`config.mk`:
```
export PLATFORM = sky130hd
export DESIGN_NAME = mem_port_arbiter
export DESIGN_NICKNAME = d
export VERILOG_FILES = /design/src/rtl/mem_port_arbiter_pkg.sv /design/src/rtl/mem_port_arbiter_wait_counter.sv /design/src/rtl/mem_port_arbiter.sv
export SDC_FILE = /design/constraint.sdc
export NUM_CORES = 1
export LEC_CHECK = 0
export ABC_CLOCK_PERIOD_IN_PS = 3270
export CAP_MARGIN = 40
export CORE_AREA = 3 3 205 207
export DETAILED_ROUTE_END_ITERATION = 6
export DIE_AREA = 0 0 208 210
export RECOVER_POWER = 25
export SKIP_CTS_REPAIR_TIMING = 1
export SYNTH_ARGS = -nofsm -noshare
export SYNTH_HDL_FRONTEND = slang
export SYNTH_SLANG_ARGS = --single-unit
```
`constraint.sdc`:
```
create_clock -name clock -period 3.27 [get_ports clock]
set_input_delay 0.654 -clock clock [delete_from_list [all_inputs] [get_ports clock]]
set_output_delay 0.654 -clock clock [all_outputs]
set_load 0.005 [all_outputs]
```
`src/rtl/mem_port_arbiter_pkg.sv`:
```
// Shared encodings for the instruction/data memory port arbiter.
package mem_port_arbiter_pkg;

  localparam int unsigned CNT_W = 4;

  localparam logic [1:0] ST_IDLE   = 2'd0;
  localparam logic [1:0] ST_ACCESS = 2'd1;
  localparam logic [1:0] ST_RESP   = 2'd2;

  localparam logic OWN_IF = 1'b0;
  localparam logic OWN_D  = 1'b1;

  localparam logic [1:0] SIZE_WORD = 2'b10;

endpackage

```
`src/rtl/mem_port_arbiter_wait_counter.sv`:
```
// Loadable 4-bit down-counter timing the memory access window.
module wait_counter
  import mem_port_arbiter_pkg::*;
(
  input  logic             clock,
  input  logic             clear,
  input  logic             load,
  input  logic             enable,
  input  logic [CNT_W-1:0] load_value,
  output logic [CNT_W-1:0] count,
  output logic             zero
);

  always_ff @(posedge clock or negedge clear) begin
    if (!clear) begin
      count <= '0;
    end else if (load) begin
      count <= load_value;
    end else if (enable && (count != '0)) begin
      count <= count - CNT_W'(1);
    end
  end

  assign zero = (count == '0);

endmodule

```
`src/rtl/mem_port_arbiter.sv`:
```
// Arbitrates the single-ported main memory between instruction fetch and
// LDUR/STUR data accesses with a one-cycle acknowledge handshake.
module mem_port_arbiter
  import mem_port_arbiter_pkg::*;
#(
  parameter int unsigned WAIT_CYCLES = 2,
  parameter int unsigned DW          = 64
)
(
  input  logic          clock,
  input  logic          reset,
  input  logic          if_req,
  input  logic [DW-1:0] if_addr,
  output logic          if_ack,
  output logic [DW-1:0] if_rdata,
  input  logic          d_req,
  input  logic          d_we,
  input  logic [1:0]    d_size,
  input  logic [DW-1:0] d_addr,
  input  logic [DW-1:0] d_wdata,
  output logic          d_ack,
  output logic [DW-1:0] d_rdata,
  output logic          mem_en,
  output logic          mem_we,
  output logic [1:0]    mem_size,
  output logic [DW-1:0] mem_addr,
  output logic [DW-1:0] mem_wdata,
  input  logic [DW-1:0] mem_rdata,
  output logic          busy
);

  localparam logic [CNT_W-1:0] LOAD_VAL = CNT_W'(WAIT_CYCLES - 1);

  if ((WAIT_CYCLES < 1) || (WAIT_CYCLES > 15)) begin : g_bad_wait_cycles
    $error("mem_port_arbiter: WAIT_CYCLES must be in 1..15");
  end

  logic [1:0]       state;
  logic [1:0]       state_n;
  logic             owner;
  logic             last_grant;
  logic             we_q;
  logic             contended;
  logic             win_d;
  logic             grant;
  logic             done;
  logic             mem_we_n;
  logic [CNT_W-1:0] count;
  logic             cnt_zero;

  wait_counter u_wait_counter (
    .clock      (clock),
    .clear      (reset),
    .load       (grant),
    .enable     (state == ST_ACCESS),
    .load_value (LOAD_VAL),
    .count      (count),
    .zero       (cnt_zero)
  );

  // Next state, arbitration and the write strobe for the final access cycle.
  always_comb begin
    state_n   = state;
    contended = if_req & d_req;
    win_d     = contended ? (last_grant == OWN_IF) : d_req;
    grant     = (state == ST_IDLE) && (if_req || d_req);
    done      = (state == ST_ACCESS) && cnt_zero;
    mem_we_n  = (grant && (LOAD_VAL == '0) && win_d && d_we) ||
                ((state == ST_ACCESS) && (count == CNT_W'(1)) && we_q);
    case (state)
      ST_IDLE:   if (grant) state_n = ST_ACCESS;
      ST_ACCESS: if (cnt_zero) state_n = ST_RESP;
      ST_RESP:   state_n = ST_IDLE;
      default:   state_n = ST_IDLE;
    endcase
  end

  always_ff @(posedge clock or negedge reset) begin
    if (!reset) begin
      state      <= ST_IDLE;
      owner      <= OWN_IF;
      last_grant <= OWN_IF;
      we_q       <= 1'b0;
      mem_en     <= 1'b0;
      mem_we     <= 1'b0;
      mem_size   <= '0;
      mem_addr   <= '0;
      mem_wdata  <= '0;
      busy       <= 1'b0;
      if_ack     <= 1'b0;
      d_ack      <= 1'b0;
      if_rdata   <= '0;
      d_rdata    <= '0;
    end else begin
      state  <= state_n;
      mem_en <= (state_n == ST_ACCESS);
      mem_we <= mem_we_n;
      busy   <= (state_n != ST_IDLE);
      if_ack <= done && (owner == OWN_IF);
      d_ack  <= done && (owner == OWN_D);
      if (grant) begin
        owner <= win_d ? OWN_D : OWN_IF;
        // Only contended grants move the fairness pointer.
        if (contended) last_grant <= win_d ? OWN_D : OWN_IF;
        if (win_d) begin
          we_q      <= d_we;
          mem_size  <= d_size;
          mem_addr  <= d_addr;
          mem_wdata <= d_wdata;
        end else begin
          we_q      <= 1'b0;
          mem_size  <= SIZE_WORD;
          mem_addr  <= if_addr;
          mem_wdata <= '0;
        end
      end
      if (done) begin
        if (owner == OWN_IF) begin
          if_rdata <= mem_rdata;
        end else begin
          d_rdata <= we_q ? '0 : mem_rdata;
        end
      end
    end
  end

endmodule

```
Yosys cells after proc, flatten, opt, wreduce, memory -nomap -nowiden
Index checks and enable logic that the tools add are counted.
Storage, ports and cells
  register bits after elaboration: 272
  input port bits: 263
  output and inout bits: 263
  logic and storage cells: 50
Operators by class
  $add $sub $neg: 1
  equal/unequal tests: 3
  mux-type cells: 12
  bitwise gates (word level): 3
  reduce and logical (&&, ||, !) cells: 16
Operators by type and width (number)
  2-to-1 mux 64 bit: 3
  2-to-1 mux 4 bit: 2
  logical AND 1 bit: 7
  2-to-1 mux 2 bit: 3
  AND reduction 2 bit: 3
  == test 2 x 1 -> 1 bit, second input constant: 2
  == test 4 x 1 -> 1 bit, second input constant: 1
  logical NOT 4 bit: 1
  case mux 2 bit (2 select lines): 1
  nonzero test 2 bit: 2
  nonzero test 4 bit: 1
  subtractor 4 x 1 -> 4 bit, second input constant: 1
  2-to-1 mux 1 bit: 3
  logical NOT 2 bit: 1
  NOT 1 bit: 2
  bitwise AND 1 bit: 1
  logical OR 1 bit: 1

Logic depth before layout (Yosys ltp)
Gate-level depths: netlist (run 1).
  depth after elaboration: 5
  depth in mapped cells: 7
  depth with buffers taken out: 5

By module
From an unflattened synthesis (run 1), not the netlist that was laid out.
Unflattened totals
  cells, all modules: 827
  area total of the unflattened synthesis: 11302.1 um^2
By module, submodules not included
  mem_port_arbiter: times used 1, cells each 800, area each 11049.3 um^2, seq. area each 6706.4 um^2
  wait_counter: times used 1, cells each 27, area each 252.7 um^2, seq. area each 100.1 um^2

Worst setup path after synthesis (run 1)
No wires, ideal clock.
  path kind: register to register
  start point: register u_wait_counter.count[0]
  end point: register if_rdata[0]
  library setup time: 125 ps
  data arrival time: 1963 ps
  required time: 3145 ps
  slack: 1182 ps
  cell stages (with the launch flop): 8
  path buffers: 2
  clock period less this slack: 2088 ps
  cells stage by stage: dfrtp_1 -> inv_1 -> ha_1 -> or3b_4 -> or3_1 -> buf_6 -> buf_6 -> mux2_4
Between the ends
  longest elaborated chain between the ends: 3
Ends and longest elaborated chain
  start: declaration: line mem_port_arbiter_wait_counter.sv:10  | output logic [CNT_W-1:0] count,
  start signal: assignment: line mem_port_arbiter_wait_counter.sv:18  | count <= load_value;
  start signal: assignment: line mem_port_arbiter_wait_counter.sv:20  | count <= count - CNT_W'(1);
  logical NOT 4 bit: line mem_port_arbiter_wait_counter.sv:24  | assign zero = (count == '0);
  logical AND 1 bit: line mem_port_arbiter.sv:67  | done = (state == ST_ACCESS) && cnt_zero;
  AND reduction 2 bit (no line)
  end signal: assignment: line mem_port_arbiter.sv:119  | if_rdata <= mem_rdata;
  end: declaration: line mem_port_arbiter.sv:15  | output logic [DW-1:0] if_rdata,
Every way passes these cells.
A chain may end at the register's enable or synchronous reset.

Worst setup path in the final report (run 1)
  start point: register u_wait_counter.count[0]
  end point: register if_rdata[51]
The elaborated chain is that of the path after synthesis.

==> results of run 1 <==
## where the power goes
group / switching (W) / internal, W / total [W]
sequential: 0.00106 / 0.00504 / 0.00610
clock: 0.00145 / 0.00209 / 0.00354
combinational: 0.00280 / 0.00479 / 0.00759
total: 0.00531 / 0.0119 / 0.0172
## final cells by class
| class | instances | area (µm²) | area share, % |
|---|---|---|---|
| flip-flops and latches | 272 | 6808 | 37.52 |
| multi-input cells | 489 | 4170 | 22.98 |
| clock inverters | 18 | 202.7 | 1.117 |
| repair buffers | 541 | 5435 | 29.95 |
| inverters | 4 | 15.01 | 0.08274 |
| clock buffers | 40 | 849.6 | 4.682 |
| well taps | 532 | 665.6 | 3.668 |
## stage by stage
step	power (W)	cell area [µm²]	setup WS [ns]
6_report	0.01723	18150	0.6850
5_1_grt	0.01830	18150	0.3222
4_1_cts	0.01750	18180	0.6605
3_5_place_dp	0.01382	17130	0.6170
3_3_place_gp	0.01372	17130	0.6476
2_1_floorplan	0.009072	11280	1.182
## cell families (layout without fill, tap and decap cells)
family / count (synthesis) / in the layout / share of synthesized area, %
adder cells (fa/ha/maj): 3 / 3 / 0.3329
flip-flops: 272 / 272 / 60.35
AO/OA/AOI/OAI: 206 / 206 / 11.57
XOR/XNOR: 1 / 1 / 0.07767
AND/OR/NAND/NOR: 87 / 87 / 4.682
multiplexers: 192 / 192 / 20.09
buffers and inverters: 70 / 603 / 2.895
## final timing paths
path / endpoint / slack [ns] / depth (start not counted)
max: if_rdata[51] / 0.68 / 6
min: last_grant / 0.50 / 1
max reg2reg: if_rdata[51] / 0.68 / 6
min reg2reg: last_grant / 0.50 / 1
max in group asynchronous: mem_addr[48] / 0.78 / 2
min in group asynchronous: d_rdata[37] / 0.51 / 1
## state kept, by name (all words and copies together) (netlist names)
register	flops
mem_wdata	64
busy	1
state	2
owner	1
mem_addr	64
last_grant	1
d_ack	1
u_wait_counter.count	4
if_rdata	64
mem_we	1
we_q	1
if_ack	1
mem_en	1
d_rdata	64
mem_size	2
## per-layer routing
layer  share of wire (%)  up-vias  GRT usage, %
met5                   0        -             0
met4                 2.3        0         4.115
met3                 7.3       48         4.524
met2                  49      326         27.40
met1                  42     4353         21.22
li1                    -     3993             -
## placed cells by master (no fill, tap or decap), types with 2 or more instances in the layout
| cell | count |
|---|---|
| a21oi_1 | 131 |
| a22o_1 | 66 |
| buf_12 | 6 |
| buf_4 | 6 |
| bufinv_16 | 3 |
| clkbuf_1 | 7 |
| clkbuf_16 | 31 |
| clkbuf_2 | 2 |
| clkbuf_8 | 4 |
| clkdlybuf4s50_1 | 524 |
| clkinv_2 | 7 |
| clkinv_4 | 2 |
| clkinvlp_4 | 3 |
| dfrtp_1 | 271 |
| ha_1 | 3 |
| inv_1 | 4 |
| inv_6 | 2 |
| mux2_2 | 79 |
| mux2_4 | 49 |
| mux2i_1 | 64 |
| nor2_1 | 6 |
| nor2b_1 | 66 |
| o21ai_0 | 2 |
==> summary.md, run 1 <==
| Metric | Value |
|---|---|
| Cells after synthesis | `831` |
| Most frequent cells after synthesis | `dfrtp_1, a21oi_1, mux2_2` |
| Ports | `526` |
| Static Leakage | `7.923 nW` |
| Finish-stage setup viols | `0` |
| Drt first pass iters | `5` |
| CP max stage cell | `or3_4` |
| Largest net degree at the start of global routing | `85` |
| Post-Route WL | `37,310 µm` |
| Post-Syn Area | `11,280 µm²` |
| GRT Overall Usage | `16.38%` |
| Total core area | `40,550 µm²` |
| Total negative setup slack | `0 ns` |
| Reg clk slew, reported paths | `0.06 ns` |
| Initial antenna violation count | `0` |
| Proportion of netlist area held by the largest area contributor | `60.35%` |
| Crit. End Element | `register` |
| Fin crit period | `2.585 ns` |
| Worst-path fanout max | `33` |
| Placed instance count | `1,838` |
| CTS sink cnt | `272` |
| Worst slew pin tran | `1.654 ns` |
| Num CTS Buffers | `31` |
| Failing checks | `capacitance limit, slew limit` |
| Final Max Tran Viols | `60` |
| Yosys top cell by area | `dfrtp_1` |
| Max VDD drop | `0.3521 mV` |
| Syn_nets | `1,097` |
| Hold WS | `0.4995 ns` |
| Placer Congestion | `0.7564` |
| Via density | `4.599` |
| # fillers | `3,803` |
| Clk Latency, worst-skew pair | `0.57 ns` |
| Crit path launch type | `register` |
| Most used DFF post-synth | `dfrtp_1` |
| Max cap viols | `1` |
| Grt total ovfl | `0` |
| Initial Util | `27.81%` |
| DP HPWL | `26,910 µm` |
| Layout area overhead | `60.89%` |
| ANT nets after route | `0` |
| Seq/Total Area, Yosys | `60.35%` |
| Cell Chain, Critical Path | `inv_1, ha_1, or3b_4, or3_4, buf_12, mux2_4` |
| Layout Nets | `1,605` |
| Initial DRC count | `393` |
| CP delay by family, top | `simple AND/OR/NAND/NOR gates` |
| Die X | `208 µm` |
| Period utilisation layout | `79.05%` |
| Layout cell share with drive strength beyond 1 | `15.10%` |
| Max H-tree Level | `1` |
| Die height | `210 µm` |
| Final hold viol count | `0` |
| Async set or reset register ratio after synthesis | `100.0%` |
| N_diodes | `0` |
| Avg Synthesized Cell Area | `13.57 µm²` |
| Clock skew | `0.01381 ns` |
| Full die area | `43,680 µm²` |
| Row count | `74` |
| Cell variety after synth | `35` |
| Crit Path Category | `reg -> reg` |
| Status | `complete, but fails checks` |
| Ranking of synthesized cells by area | `dfrtp_1, mux2_2, mux2_4` |
| Non-filler cells, final | `1,896` |
| Maximum clock frequency | `0.3868 GHz` |
| DRC viols | `0` |
| Worst rel slew slack | `-10.23%` |
| CTS tree | `done` |
| Reg-to-Reg Start | `u_wait_counter.count[0]` |
| RSZ-0062 raised after global routing | `false` |
| Post-synth EDFFs | `0` |
| CTS root buffer | `clkbuf_16` |
| Vias in the first global route | `9,256` |
| Crit path buf inv count | `2` |
| I/O Buffers | `525` |
| Global-route wire length before repair | `56,680 µm` |
| Most common cell in the netlist | `dfrtp_1` |
| Critical path arrival | `3.03 ns` |
| Ys Warns | `0` |
| Hold wc startpoint | `last_grant` |
| DR vias | `8,720` |
| Core Util, Final | `44.75%` |
| Worst min path class | `reg -> reg` |
| Crit-path max cell delay | `0.59 ns` |
| #FFs+latches synth | `272` |
| Pwr dens | `949.4 nW/µm²` |
| Worst path required time | `3.71 ns` |
| CTS Buffer Depth | `3` |
| Crit path from | `u_wait_counter.count[0]` |
| DR WL/cell | `19.68 µm` |
Note: power is estimated with default switching activity, not from simulation.
==> run 2: changes to the inputs <==
--- a/config.mk
+++ b/config.mk
@@ -5,11 +5,11 @@
 export SDC_FILE = /design/constraint.sdc
 export NUM_CORES = 1
 export LEC_CHECK = 0
-export ABC_CLOCK_PERIOD_IN_PS = 3270
+export ABC_CLOCK_PERIOD_IN_PS = 2500
 export CAP_MARGIN = 40
-export CORE_AREA = 3 3 205 207
+export CORE_AREA = 3 3 206 208
 export DETAILED_ROUTE_END_ITERATION = 6
-export DIE_AREA = 0 0 208 210
+export DIE_AREA = 0 0 209 211
 export RECOVER_POWER = 25
 export SKIP_CTS_REPAIR_TIMING = 1
 export SYNTH_ARGS = -nofsm -noshare
==> constraint.sdc (replaced) <==
create_clock -name clock -period 2.5 [get_ports clock]
set_input_delay 0.5 -clock clock [delete_from_list [all_inputs] [get_ports clock]]
set_output_delay 0.5 -clock clock [all_outputs]
set_load 0.005 [all_outputs]
==> summary.md, run 2 (synthesized netlist as in run 1, its figures left out) <==
| Metric | Value |
|---|---|
| Status | `finished clean` |
| Finish-stage setup viols | `0 (unchanged)` |
| Critical path arrival | `2.70 ns (-0.33 ns)` |
| Ports | `526 (unchanged)` |
| Comb pwr share | `45.0% (+0.9 points)` |
| Full die area | `44,100 µm² (+0.96%)` |
| Sw frac | `30.79% (about the same)` |
| Drt first pass iters | `4 (-1)` |
| Vias in the first global route | `9,239 (-0.18%)` |
| Pre-CTS setup slack | `0.2753 ns (-0.3418 ns)` |
| Clk Latency, worst-skew pair | `0.56 ns (about the same)` |
| Seq pwr share | `35.3% (about the same)` |
| Pwr dens | `1233 nW/µm² (+30%)` |
| Maximum clock frequency | `0.4440 GHz (+15%)` |
| Total core area | `40,740 µm² (+0.46%)` |
| Switching pwr | `0.006900 W (+30%)` |
| Met3 wire length | `2777 µm (+2.1%)` |
| Top layer in use | `met5` |
| Placer Congestion | `0.7661 (+1.3%)` |
| Max H-tree Level | `1 (unchanged)` |
| Crit path launch type | `register` |
| Crit. End Element | `register` |
| Worst-path fanout max | `39 (+18%)` |
| Hold WS | `0.4739 ns (-0.02557 ns)` |
| DR WL/cell | `19.76 µm (+0.41%)` |
| Initial DRC count | `346 (-12%)` |
| Total negative setup slack | `0 ns (unchanged)` |
| Worst slew pin tran | `0.9087 ns (-0.7448 ns)` |
| CTS Buffer Depth | `3 (unchanged)` |
| RSZ-0062 raised after global routing | `false` |
| R2R Setup Slk | `0.25 ns (-0.44 ns)` |
| R2R depth | `6 (unchanged)` |
| Global-route wire length before repair | `56,270 µm (-0.73%)` |
| Largest net degree at the start of global routing | `71 (-16%)` |
| DRC viols | `0 (unchanged)` |
| P_int | `0.01551 W (+30%)` |
| Layout cell share with drive strength beyond 1 | `14.92% (-0.18 points)` |
| CTS root buffer | `clkbuf_16` |
| I/O Buffers | `525 (unchanged)` |
| Power share of the clock group | `19.7% (-0.9 points)` |
| CTS tree | `done` |
| Via density | `4.607 (+0.16%)` |
| Final hold viol count | `0 (unchanged)` |
| Max VDD drop | `0.5976 mV (+70%)` |
| WL met1 | `15,740 µm (+1.3%)` |
| Die height | `211 µm (+0.48%)` |
| Reg clk slew, reported paths | `0.06 ns (about the same)` |
| DP HPWL | `27,330 µm (+1.6%)` |
| CTS sink cnt | `272 (unchanged)` |
| Num CTS Buffers | `31 (unchanged)` |
| Non-filler cells, final | `1,899 (+0.16%)` |
| Worst path required time | `2.94 ns (-0.77 ns)` |
| Crit-path max cell delay | `0.43 ns (-0.16 ns)` |
| Crit Path Category | `reg -> reg` |
| Final WS setup | `0.2476 ns (-0.4374 ns)` |
| Worst rel slew slack | `39.42% (+50 points)` |
| Met2 wire len | `18,130 µm (-0.30%)` |
| Final Max Tran Viols | `0 (-100%)` |
| DR vias | `8,748 (+0.32%)` |
| Die X | `209 µm (+0.48%)` |
| Placed instance count | `1,842 (+0.22%)` |
| CP max stage cell | `dfrtp_1` |
| Initial Util | `27.68% (-0.13 points)` |
| Clock skew | `0.01292 ns (-0.0008948 ns)` |
| Commonest non-fill, non-tap cell in the layout | `clkdlybuf4s50_1` |
| Post-Route WL | `37,530 µm (+0.57%)` |
| N_diodes | `0 (unchanged)` |
| Cell Chain, Critical Path | `inv_1, ha_1, or3b_4, or3_4, buf_12, mux2_4` |
| ANT nets after route | `0 (unchanged)` |
| Most frequent cells in the layout | `clkdlybuf4s50_1, dfrtp_1, a21oi_1, mux2_2` |
| Fin crit period | `2.252 ns (-0.3326 ns)` |
| Layout Nets | `1,610 (+0.31%)` |
| Worst min path class | `in -> async` |
| Layout area overhead | `61.15%` |
| GRT Overall Usage | `16.09% (-0.29 points)` |
| Grt total ovfl | `0 (unchanged)` |
| Static Leakage | `7.931 nW (+0.10%)` |
| Initial antenna violation count | `1 (+1)` |
| Row count | `74 (unchanged)` |
| Max cap viols | `0 (-1)` |
| Period utilisation layout | `90.10% (+11 points)` |
run 2: through the flow:
step                      area (µm²)  power, W  util (%)
final                          18170   0.02241     44.61
after global routing           18170   0.02374     44.61
after CTS                      18220   0.02277     44.71
after detailed placement       17220   0.01817     42.27
after global placement         17220   0.01804     42.27
after floorplan                11280   0.01187         -
run 2: power by group through the flow:
| stage | clock, W | combinational, W | sequential (W) |
|---|---|---|---|
| floorplan | 0 | 0.00396 | 0.00791 |
| global placement | 0 | 0.0101 | 0.00790 |
| detailed placement | 0 | 0.0102 | 0.00793 |
| CTS | 0.00458 | 0.0103 | 0.00792 |
| global route | 0.00477 | 0.0108 | 0.00819 |
| finish | 0.00442 | 0.0101 | 0.00791 |
run 2: path summary, 6_finish.rpt:
path	from	end
min in group clock	d_size[1]	mem_size[1]
max	u_wait_counter.count[0]	if_rdata[10]
max reg2reg	u_wait_counter.count[0]	if_rdata[10]
max in group asynchronous	reset	mem_wdata[21]
min reg2reg	last_grant	last_grant
min	reset	if_rdata[6]
run 2: critical path: cells and delay by family, from the launching register on:
family	cells	cell delay, ns
AND/OR/NAND/NOR	2	0.81
flip-flops	1	0.43
buffers and inverters	2	0.34
multiplexers	1	0.33
adder cells (fa/ha/maj)	1	0.20
run 2: layout make-up:
cell class | count | area [µm²]
clock buffer | 46 | 902.1
clock inverter | 10 | 93.84
fill | 3812 | 22560
inverter | 4 | 15.01
multi-input combinational | 489 | 4170
sequential | 272 | 6808
tap | 532 | 665.6
timing repair buffer | 546 | 5520
run 2: metal layers:
layer	GRT usage [%]	vias to the layer above
li1	-	4009
met1	20.57	4337
met2	27.05	349
met3	4.352	51
met4	4.434	2
met5	0	-
